--- src/rtl/mult_ctrl.sv ---
// Sequencer for the 16x16 shift-add multiplier: drives the accumulator's
// Load/Sh/Ad strobes from the current multiplier bit M and counts shifts.
module mult_ctrl #(
  parameter int unsigned N  = 16,
  parameter int unsigned CW = 5
) (
  input  logic          Clk,
  input  logic          rst,
  input  logic          St,
  input  logic          M,
  output logic          Load,
  output logic          Sh,
  output logic          Ad,
  output logic          Done,
  output logic          Busy,
  output logic [CW-1:0] Count
);

  typedef enum logic [2:0] {
    S_IDLE  = 3'd0,
    S_LOAD  = 3'd1,
    S_CHECK = 3'd2,
    S_SHIFT = 3'd3,
    S_DONE  = 3'd4
  } state_e;

  localparam logic [CW-1:0] LAST_SHIFT = CW'(N - 1);

  state_e        state_q, state_d;
  logic [CW-1:0] count_q, count_d;

  // Strobes decode straight from state and M: Ad must follow the bit that the
  // previous Load/Sh edge just exposed, so it cannot wait a cycle.
  always_comb begin
    state_d = state_q;
    count_d = count_q;
    Load    = 1'b0;
    Sh      = 1'b0;
    Ad      = 1'b0;
    Done    = 1'b0;
    Busy    = 1'b0;
    case (state_q)
      S_IDLE: begin
        if (St) begin
          state_d = S_LOAD;
          count_d = '0;
        end
      end
      S_LOAD: begin
        Load    = 1'b1;
        Busy    = 1'b1;
        state_d = S_CHECK;
      end
      S_CHECK: begin
        Busy = 1'b1;
        if (M) begin
          Ad      = 1'b1;
          state_d = S_SHIFT;
        end else begin
          Sh      = 1'b1;
          count_d = count_q + CW'(1);
          state_d = (count_q == LAST_SHIFT) ? S_DONE : S_CHECK;
        end
      end
      S_SHIFT: begin
        Sh      = 1'b1;
        Busy    = 1'b1;
        count_d = count_q + CW'(1);
        state_d = (count_q == LAST_SHIFT) ? S_DONE : S_CHECK;
      end
      S_DONE: begin
        Done = 1'b1;
        // Hold the product until the requester drops St.
        if (!St) state_d = S_IDLE;
      end
      default: begin
        state_d = S_IDLE;
      end
    endcase
  end

  always_ff @(posedge Clk or posedge rst) begin
    if (rst) begin
      state_q <= S_IDLE;
      count_q <= '0;
    end else begin
      state_q <= state_d;
      count_q <= count_d;
    end
  end

  assign Count = count_q;

endmodule

--- config.mk ---
export PLATFORM = sky130hd
export DESIGN_NAME = mult_ctrl
export DESIGN_NICKNAME = d
export VERILOG_FILES = /design/src/rtl/mult_ctrl.sv
export SDC_FILE = /design/constraint.sdc
export NUM_CORES = 1
export LEC_CHECK = 0
export CAP_MARGIN = 40
export CORE_AREA = 2 2 39 41
export CTS_CLUSTER_SIZE = 16
export DETAILED_ROUTE_END_ITERATION = 10
export DIE_AREA = 0 0 41 43
export MAX_ROUTING_LAYER = met4
export PLACE_DENSITY = 0.69
export SYNTH_ARGS = -nofsm -noshare
export SYNTH_HDL_FRONTEND = slang
export SYNTH_SLANG_ARGS = --single-unit
--- constraint.sdc ---
create_clock -name Clk -period 1.54 [get_ports Clk]
set_input_delay 0.385 -clock Clk [delete_from_list [all_inputs] [get_ports Clk]]
set_output_delay 0.385 -clock Clk [all_outputs]
set_load 0.005 [all_outputs]
==> out/results.txt <==
outcome: finished clean
layout cell share with drive strength beyond 1: 57.7%
placed instance area: 674 um^2
GR Util met3: 3.14%
io pins: 14
Die X: 41 um
Worst Path Arrival: 1120 ps
initial antenna violation count: 0
cell area after synthesis: 434 um^2
CTS Buf Count: 3
Die H: 43 um
Slew Limit Fails: 0
final wirelength: 1110 um
Critical R2R Launch: Count[0]$_DFFE_PP0P_
MaxCap Viol Count: 0
cells along the critical path: buf_6, nor2b_4, nor2_2, buf_2
Critical Path Fanout Max: 5
reg2reg end: Count[4]$_DFFE_PP0P_
Netlist cell types: 20
critical path's slowest cell: dfrtp_2
Leak Pwr: 0.439 nW
Max-Slew Margin vs Limit: 78.5%
Mapped Cells: 41
Synth Warn #: 0
fin crit period: 1510 ps
Setup violations, final: 0
CTS tree: built
Comb pwr share: 64.5%
input/output buffers: 13
number of global-route vias before repair: 447
GRT busiest layer: met2
Global Route met1 Usage: 20.2%
crit path kind: flop to output port
R2R Setup Slk: 90 ps
clock buffer depth: 2
DR vias/cell: 4.82
switch share: 34.3%
clock power share: 10.9%
fin crit share: 97.7%
syn_nets: 47
gr usage total: 15.8%
register bit count reported by yosys: 8
Reg clk slew, reported paths: 50 ps
total clock sinks: 8
Required @ worst endpoint: 1150 ps
Setup Skew: 5.26 ps
initial DRC count: 4
Crit path largest cell delay: 440 ps
first-pass GRT wire length: 1830 um
peak supply drop: 730 uV
most frequent cells in the layout: buf_4 (18), dfrtp_1 (6), clkdlybuf4s50_1 (4)
commonest non-fill, non-tap cell in the layout: buf_4
Detailed Place HPWL: 761 um
post-synthesis async set-or-reset flop share: 100%
reg2reg path depth: 6
ANT nets after route: 0
Util after Layout: 60.3%
Switch Pwr: 0.000506 W
Seq/Total Area, Yosys: 46.1%
ranking of synthesized cells by area: dfrtp_1 (46%), a22o_1 (6.1%), ha_1 (5.8%)
CP delay by family, top: flip-flops
crit path from: state_q[0]$_DFFE_PP0P_
met2 Use GR: 21.9%
Final Total Pwr: 0.00147 W
Yosys top cell area share: 46.1%
prevailing post-synth register cell: dfrtp_1
RSZ-0062 raised after global routing: yes
core area: 1380 um^2
WP buf/inv: 2
worst slew pin tran: 323 ps
register share of total power: 24.7%
Vias: 453
GP Congestion: 0.767
P_int: 0.000968 W
drt drc: 0
post-route cell area: 835 um^2
Crit. End Element: output port
area leader, netlist: dfrtp_1
grt ovf: 0
syn avg cell area: 10.6 um^2
largest net degree at the start of global routing: 9
std cell rows: 14
latest clock arrival within the worst-skew pair: 260 ps
Area Overhead vs Synth: 92.2%
FMAX: 664 MHz
Starting Density: 31.4%
# fillers: 112
H-tree depth: 1
hold crit path type: input pin to async pin
Worst Setup EP: Sh
routed len/inst: 11.8 um
Post-layout nets: 86
root buf cell: clkbuf_4
Ant. Diodes: 0
Post-synth EDFFs: 0
critical path depth in cells: 4
startpoint types: flop
Power Dens Cells: 1770 nW/um^2
final hold violations: 0
DIE AREA: 1760 um^2
Pre-Repair DR Iteration Count: 6
-- flip-flops by register name (all words and copies together), names as in the netlist --
register,flops
Count,5
state_q,3
-- per-stage QoR --
step | std cells | TNS (ps) | worst slack (ps) | hold slack (ps)
6_report | 94 | 0 | 34.7 | 365
3_5_place_dp | 82 | -1900 | -498 | 494
4_1_cts | 94 | 0 | 1.64 | 377
2_1_floorplan | 41 | 0 | 156 | 201
3_3_place_gp | 82 | -1790 | -495 | 497
5_1_grt | 94 | -40.8 | -28.4 | 427
-- power groups by stage --
stage,sequential [W],combinational (W),clock [W]
after global routing,0.000376,0.00103,0.000174
final,0.000364,0.000951,0.000160
after global placement,0.000391,0.000702,0
after floorplan,0.000393,0.000323,0
after CTS,0.000363,0.000928,0.000163
after detailed placement,0.000391,0.000716,0
-- worst reg2reg max path, cell delays in order, from the launching register on --
cell	delay (ps)
dfrtp_1	370
buf_4	130
ha_2	180
and3_4	190
ha_4	230
nor3_2	180
a21o_1	100
-- worst min path at each step --
stage / depth (start not counted) / start / end / slack [ps]
floorplan: 1 / rst / Count[0]$_DFFE_PP0P_ / 200
global placement: 1 / Count[4]$_DFFE_PP0P_ / Count[4]$_DFFE_PP0P_ / 500
detailed placement: 1 / Count[4]$_DFFE_PP0P_ / Count[4]$_DFFE_PP0P_ / 490
CTS: 2 / rst / Count[1]$_DFFE_PP0P_ / 380
global route: 2 / rst / Count[1]$_DFFE_PP0P_ / 430
finish: 2 / rst / Count[0]$_DFFE_PP0P_ / 370
-- cell type report --
cell class | instances | area (um^2) | share of cell area [%]
clock buffer | 3 | 22.5 | 2.70
multi-input combinational | 29 | 293 | 35.1
inverter | 4 | 15.0 | 1.80
timing repair buffer | 34 | 282 | 33.7
tap | 16 | 20.0 | 2.40
sequential | 8 | 203 | 24.3
-- timing repair --
action                                  in CTS  in global routing
endpoints found under the setup margin       8                  6
pin swaps                                    5                  3
gates resized for setup                     34                  7
hold buffers                                 0                  0
buffers inserted                             9                  0
-- cell usage after synthesis (2+ instances only) --
cell      n
and3_1    3
nor3_1    3
dfrtp_1   8
a21o_1    2
a22o_1    3
nor2_2    2
ha_1      2
inv_1     4
nand2b_1  2
nor2_1    2
-- cells by family after synthesis --
family          Yosys count  synth area share (%)
fa+ha+maj                 2                  5.76
buf+inv                   4                  3.46
flops                     8                  46.1
compound gates            8                  16.4
xor+xnor                  1                  2.02
mux                       2                  5.76
simple gates             16                  20.5
-- layer usage --
metal	share of wire, %	vias to the layer above	wire length, um
met5	0	-	0
met4	1.4	0	16
met3	4.4	3	49
met2	52	12	578
met1	42	214	470
li1	-	224	-
Note: power is estimated with default switching activity, not from simulation.
